$ cat src/rtl/cpu_regfile_pkg.sv
// Shared register-file types and constants, reused by decode and hazard logic.
package cpu_regfile_pkg;
  localparam int REGF_DATA_W = 32;
  localparam int REGF_ADDR_W = 5;

  typedef logic [REGF_ADDR_W-1:0] reg_idx_t;
  typedef logic [REGF_DATA_W-1:0] word_t;

  localparam reg_idx_t REG_ZERO = 5'd0;
  localparam reg_idx_t REG_RA   = 5'd31;
endpackage

$ cat src/rtl/regfile_read_port.sv
// One combinational register-file read port: zero-index masking plus optional
// write-through bypass (enabled by defining REGFILE_WB_BYPASS_EN).
module regfile_read_port
  import cpu_regfile_pkg::*;
#(
  parameter int DATA_W = REGF_DATA_W,
  parameter int ADDR_W = REGF_ADDR_W
) (
  input  logic [ADDR_W-1:0] i_rd_addr,
  input  logic [DATA_W-1:0] i_stored_data,
  input  logic              i_wr_valid,
  input  logic [ADDR_W-1:0] i_wr_idx,
  input  logic [DATA_W-1:0] i_wr_data,
  output logic [DATA_W-1:0] o_rd_data
);

  logic w_isZero;
  assign w_isZero = (i_rd_addr == ADDR_W'(REG_ZERO));

`ifdef REGFILE_WB_BYPASS_EN
  logic w_hit;
  assign w_hit = i_wr_valid && (i_rd_addr == i_wr_idx);

  always_comb begin
    o_rd_data = i_stored_data;
    if (w_isZero)   o_rd_data = '0;
    else if (w_hit) o_rd_data = i_wr_data;
  end
`else
  // Write-side inputs only matter for the bypass build.
  logic w_unused;
  assign w_unused = ^{i_wr_valid, i_wr_idx, i_wr_data};

  always_comb begin
    o_rd_data = i_stored_data;
    if (w_isZero) o_rd_data = '0;
  end
`endif

endmodule

$ cat src/rtl/register_file_wb.sv
// Writeback-stage register file: two combinational read ports, one write port,
// JAL return-address override and a wrapping committed-write counter.
// Optional same-cycle write-through bypass: define REGFILE_WB_BYPASS_EN.
module register_file_wb
  import cpu_regfile_pkg::*;
#(
  parameter int DATA_W = REGF_DATA_W,
  parameter int ADDR_W = REGF_ADDR_W,
  parameter int RA_IDX = int'(REG_RA)
) (
  input  logic              clk,
  input  logic              rst_n,
  input  logic              wb_en,
  input  logic              jal,
  input  logic [ADDR_W-1:0] wb_addr,
  input  logic [DATA_W-1:0] wb_data,
  input  logic [ADDR_W-1:0] rs_addr,
  input  logic [ADDR_W-1:0] rt_addr,
  output logic [DATA_W-1:0] rs_data,
  output logic [DATA_W-1:0] rt_data,
  output logic [15:0]       wr_cnt
);

  localparam int NREGS = 1 << ADDR_W;

  logic [DATA_W-1:0] r_regs [NREGS];
  logic [15:0]       r_wrCnt;
  logic [ADDR_W-1:0] w_wrIdx;
  logic              w_wrValid;
  logic              w_bypassValid;

  assign w_wrIdx   = jal ? ADDR_W'(RA_IDX) : wb_addr;
  assign w_wrValid = wb_en && (w_wrIdx != ADDR_W'(REG_ZERO));
  // Keep bypassed data off the read ports while reset is held.
  assign w_bypassValid = w_wrValid && rst_n;

  always_ff @(posedge clk or negedge rst_n) begin
    if (!rst_n) begin
      for (int i = 0; i < NREGS; i++) r_regs[i] <= '0;
      r_wrCnt <= '0;
    end else if (w_wrValid) begin
      r_regs[w_wrIdx] <= wb_data;
      r_wrCnt         <= r_wrCnt + 16'd1;
    end
  end

  assign wr_cnt = r_wrCnt;

  regfile_read_port #(.DATA_W(DATA_W), .ADDR_W(ADDR_W)) u_rsPort (
    .i_rd_addr     (rs_addr),
    .i_stored_data (r_regs[rs_addr]),
    .i_wr_valid    (w_bypassValid),
    .i_wr_idx      (w_wrIdx),
    .i_wr_data     (wb_data),
    .o_rd_data     (rs_data)
  );

  regfile_read_port #(.DATA_W(DATA_W), .ADDR_W(ADDR_W)) u_rtPort (
    .i_rd_addr     (rt_addr),
    .i_stored_data (r_regs[rt_addr]),
    .i_wr_valid    (w_bypassValid),
    .i_wr_idx      (w_wrIdx),
    .i_wr_data     (wb_data),
    .o_rd_data     (rt_data)
  );

endmodule

$ cat config.mk
export PLATFORM = sky130hd
export DESIGN_NAME = register_file_wb
export DESIGN_NICKNAME = d
export VERILOG_FILES = /design/src/rtl/cpu_regfile_pkg.sv /design/src/rtl/regfile_read_port.sv /design/src/rtl/register_file_wb.sv
export SDC_FILE = /design/constraint.sdc
export NUM_CORES = 2
export LEC_CHECK = 0
export BUFFER_PORTS_ARGS = -buffer_cell sky130_fd_sc_hd__buf_2
export CORE_MARGIN = 8
export CORE_UTILIZATION = 40
export CTS_CLUSTER_DIAMETER = 120
export DETAILED_ROUTE_END_ITERATION = 12
export GPL_ROUTABILITY_DRIVEN = 0
export PLACE_DENSITY = 0.53
export SYNTH_ARGS = -nofsm -noshare
export SYNTH_HDL_FRONTEND = slang
export SYNTH_HIERARCHICAL = 1
export SYNTH_SLANG_ARGS = --single-unit
$ cat constraint.sdc
create_clock -name clk -period 2.7 [get_ports clk]
set_input_delay 0.54 -clock clk [delete_from_list [all_inputs] [get_ports clk]]
set_output_delay 0.54 -clock clk [all_outputs]
set_load 0.01 [all_outputs]
[Yosys cells after proc, flatten, opt, wreduce, memory -nomap -nowiden]
Cells that the tools add are included.
W data, S select, Z words.
Storage, ports and cells
  register bits after elaboration: 1040
  bits of input ports: 51
  output and inout bits: 80
  logic and storage cells: 58
Operators by class
  add/sub/neg operators: 1
  $lt $le $gt $ge: 4
  multiplexer cells: 12
  bitwise logic cells: 3
  reduce and logical (&&, ||, !) cells: 5
Operators with widths (count)
  $bwmux W1024: 1
  $bmux W32 S5: 2
  $mux W32: 7
  $demux W32 S5: 1
  $ge A6 B6 Y1 const B: 3
  $not A5 Y6: 3
  $add A16 B1 Y16 const B: 1
  $logic_not A5 Y1: 2
  $lt A6 B1 Y1 const B: 1
  $mux W5: 1
  $reduce_bool A5 Y1: 1
  $logic_and A1 B1 Y1: 2

[Longest topological paths before layout]
  word-level depth: 7
  mapped depth: 9
  gate-level depth less buffers: 6

[Modules after synthesis]
Netlist, hierarchy kept.
Modules (own cells, without submodules)
  register_file_wb: instances 1, cells an instance 4679, area an instance 56570.5 sq um, sequential area each 26025.0 sq um
  regfile_read_port: instances 2, cells an instance 40, area an instance 321.6 sq um, sequential area each 0.0 sq um

[Least setup slack after synthesis]
OpenSTA, ideal clock, no wires.
  path type: in2out
  start: in rs_addr[1]
  end: out rs_data[31]
  data arrival time: 2.082 ns
  data required time: 2.160 ns
  slack: 0.078 ns
  cell stages on the path: 9
  path buffers: 4
  path through: buf_2 > buf_2 > buf_2 > buf_2 > mux2i_1 > a21oi_1 > nand3_1 > nand3_1 > a21boi_0
On the way
  word-level cells in the longest chain between the ends: 5
  elaborated cells on any way between the ends: 6
  classes of those cells: 4 x mux; 1 x bitwise; 1 x reduce/logical
Ends and longest elaborated chain
  start, declared: RTL line register_file_wb.sv:17  | input logic [ADDR_W-1:0] rs_addr,
  $not A5 Y6 (implied by the code): RTL line register_file_wb.sv:51  | .i_stored_data (r_regs[rs_addr]),
  $bmux W32 S5: RTL line register_file_wb.sv:51
  $mux W32 (implied by the code) (2 in a row): RTL line register_file_wb.sv:51
  $mux W32 *: RTL line regfile_read_port.sv:36  | if (w_isZero) o_rd_data = '0;
  end, declared: RTL line register_file_wb.sv:19  | output logic [DATA_W-1:0] rs_data,
Every way passes the cells marked *; elsewhere a longest branch is shown, timed or not. The select of a mux whose other input is x is not followed.

[Final worst setup path]
  start: in rt_addr[2]
  end: out rt_data[4]
On the way
  word-level cells in the longest chain between the ends: 5
  elaborated cells on any way between the ends: 6
  classes of those cells: 4 x mux; 1 x bitwise; 1 x reduce/logical
Ends and longest elaborated chain
  start, declared: RTL line register_file_wb.sv:18  | input logic [ADDR_W-1:0] rt_addr,
  $not A5 Y6 (implied by the code): RTL line register_file_wb.sv:60  | .i_stored_data (r_regs[rt_addr]),
  $bmux W32 S5: RTL line register_file_wb.sv:60
  $mux W32 (implied by the code) (2 in a row): RTL line register_file_wb.sv:60
  $mux W32 *: RTL line regfile_read_port.sv:36
  end, declared: RTL line register_file_wb.sv:20  | output logic [DATA_W-1:0] rt_data,
Marked as above.

==> results by group <==
Finish
  – Non-Filler Instances: ~7100
  – Share of cells above drive strength 1: 0.404
  – Area of the multi-input gates: between 30000 and 40000 um^2
  – Final instance area: ~70000 um^2
  – Nets: just over 5000
  – # fillers: between 10000 and 15000
  – Area grow syn2layout: 22.8%
  – FF+latch area: roughly 26000 um^2

Detailed routing
  – WL final: about 200 mm
  – Final ANT Viol Nets: 0
  – Post-route DRC: 0
  – Iter 0 DRT Violations: 3034
  – WL/cell: approximately 28 um
  – Vias: between 40000 and 50000
  – Router iterations before antenna repair: 5
  – Avg Vias per Cell: between 5 and 6

GRT
  – Via count of the first global-routing pass: roughly 43000
  – First-pass GRT wire length: ~300 mm
  – GR Overflow Total: 0
  – GRT Util Overall: 0.249
  – Initial antenna violation count: 9
  – Largest net degree at the start of global routing: 106

Clock tree
  – Num CTS Buffers: approximately 120
  – CTS tree: built
  – Maximum buffer depth of the clock tree: 3
  – Clk sinks: between 1000 and 1500
  – Clock root buffer: clkbuf_16
  – Clock Pin Slew Worst Setup and Hold Paths: 0.06 ns
  – H-tree depth: 3
  – Worst skew pair latency: around 0.75 ns

Timing
  – Slew HR: 0.508
  – Final WS setup: -0.128 ns
  – Min Tclk post-route: ~2.8 ns
  – RSZ-0062 raised after global routing: yes
  – F_max: about 350 MHz
  – Worst-margin pin slew: roughly 0.74 ns
  – Final Skew: around 0.0051 ns
  – Worst Hold Slack: 0.298 ns
  – Final Hold Violating Endpoints: 0
  – Sum of negative setup slack: -4.54 ns
  – Final Max Tran Viols: 0
  – Period utilization: 1.05
  – Setup violators final: 63

Placed design
  – HPWL after DPL: ~130 mm
  – Post-DP Area: ~64000 um^2
  – I/O Buffers: between 100 and 150
  – Dpl cells: between 6000 and 7000

Setup path
  – Critical Path AT: between 2 and 2.5 ns
  – Crit path kind: primary input to output port
  – Startpoint class of the critical path: primary input
  – WP data required: 2.16 ns
  – Worst Setup End Kind: output port
  – Max FO, Critical Path: 12

Logic synthesis
  – Synthesized cell area: 57200 um^2
  – Mapped Cells: 4754
  – Post-Syn Nets: roughly 4800
  – Synthesized area per cell: between 10 and 15 um^2
  – Yosys warnings: 6

Flow run
  – Max-cap violation count: 0

Floorplan
  – Core Region: about 140000 um^2
  – Starting density of the core: 0.403
  – Die extent in x: approximately 390 um
  – IO Count: ~130
  – Row count: roughly 140
  – Die Span Y: a little under 400 um
  – Die footprint: between 150000 and 200000 um^2

Hold path
  – HP Class: primary input to async pin

Power
  – Leakage: around 34 nW
  – Power per cell area: 642 nW/um^2
  – Worst vdd ir: 0.000537 V

Run status
  – Failing checks: setup timing
  – Status: finished with violations
==> where the power goes <==
part	internal [mW]	total, mW	switching, mW
sequential	17.7	19.4	1.70
combinational	4.46	8.53	4.08
clock	10.2	17.1	6.93
total	32.4	45.1	12.7
==> routing by layer <==
metal / routed length, um / part of all wire / track usage
met1: 91300 / 0.46 / 0.347
met2: 90500 / 0.45 / 0.391
met3: 11500 / 0.057 / 0.0452
met4: 7140 / 0.036 / 0.0810
met5: 0 / 0 / 0
==> sequential cells by signal, summed over array words and instances, names as in the netlist <==
register and flops:
wr_cnt 16, r_regs 1024
==> layout by cell type (no fill, tap or decap), types with 35 or more instances in the layout <==
cell          n
dfrtp_1    1040
mux2i_1    1020
mux2_2      912
buf_4       366
nand2_1     201
a21oi_1     193
a22oi_1     192
nand3_1     164
buf_12      155
a22o_1      128
clkbuf_16   127
buf_2       117
mux2_4       62
nor3_2       48
clkbuf_8     37
buf_6        37
a21boi_2     35
==> repair_timing <==
item	4_1_cts	5_1_grt
endpoints found under the hold margin	32	0
setup buffers	37	30
resized for setup	189	68
setup endpoints to repair	64	64
cloned	9	5
hold buffers	1	0
pin swaps	88	105
==> per-stage QoR <==
| stage | utilization | setup slack, ns | power (mW) |
|---|---|---|---|
| 2_1_floorplan | - | 0.0777 | 24.5 |
| 3_3_place_gp | 0.451 | -0.288 | 27.5 |
| 3_5_place_dp | 0.451 | -0.307 | 27.7 |
| 4_1_cts | 0.491 | -0.192 | 45.2 |
| 5_1_grt | 0.496 | -0.230 | 47.1 |
| 6_report | 0.496 | -0.128 | 45.1 |
==> worst max-delay path, cell delays in order <==
cell      delay, ns
buf_4          0.15
nor2_4         0.16
buf_12         0.21
buf_12         0.18
buf_4          0.22
nand2_1        0.08
a31oi_1        0.22
nand3_1        0.17
a21boi_1       0.17
buf_2          0.15
==> final timing paths <==
check | start | endpoint | slack (ns) | cells after the start
worst min-delay path | rst_n | r_regs[476] | 0.30 | 2
max in group asynchronous | rst_n | r_regs[182] | 1.35 | 3
worst max register to register | wr_cnt[4] | wr_cnt[10] | 0.86 | 6
worst min register to register | r_regs[1017] | r_regs[1017] | 0.40 | 0
min in group clk | r_regs[1017] | r_regs[1017] | 0.40 | 0
worst max-delay path | rt_addr[2] | rt_data[4] | -0.13 | 10
==> final cells by class <==
class | count | share of cell area
diodes | 4 | 0.000142
clock buffers | 192 | 0.0525
clock inverters | 36 | 0.00673
inverters | 4 | 0.000214
multi-input cells | 3220 | 0.429
flip-flops and latches | 1040 | 0.370
well taps | 1890 | 0.0337
repair buffers | 702 | 0.107
Note: power is estimated with default switching activity, not from simulation.
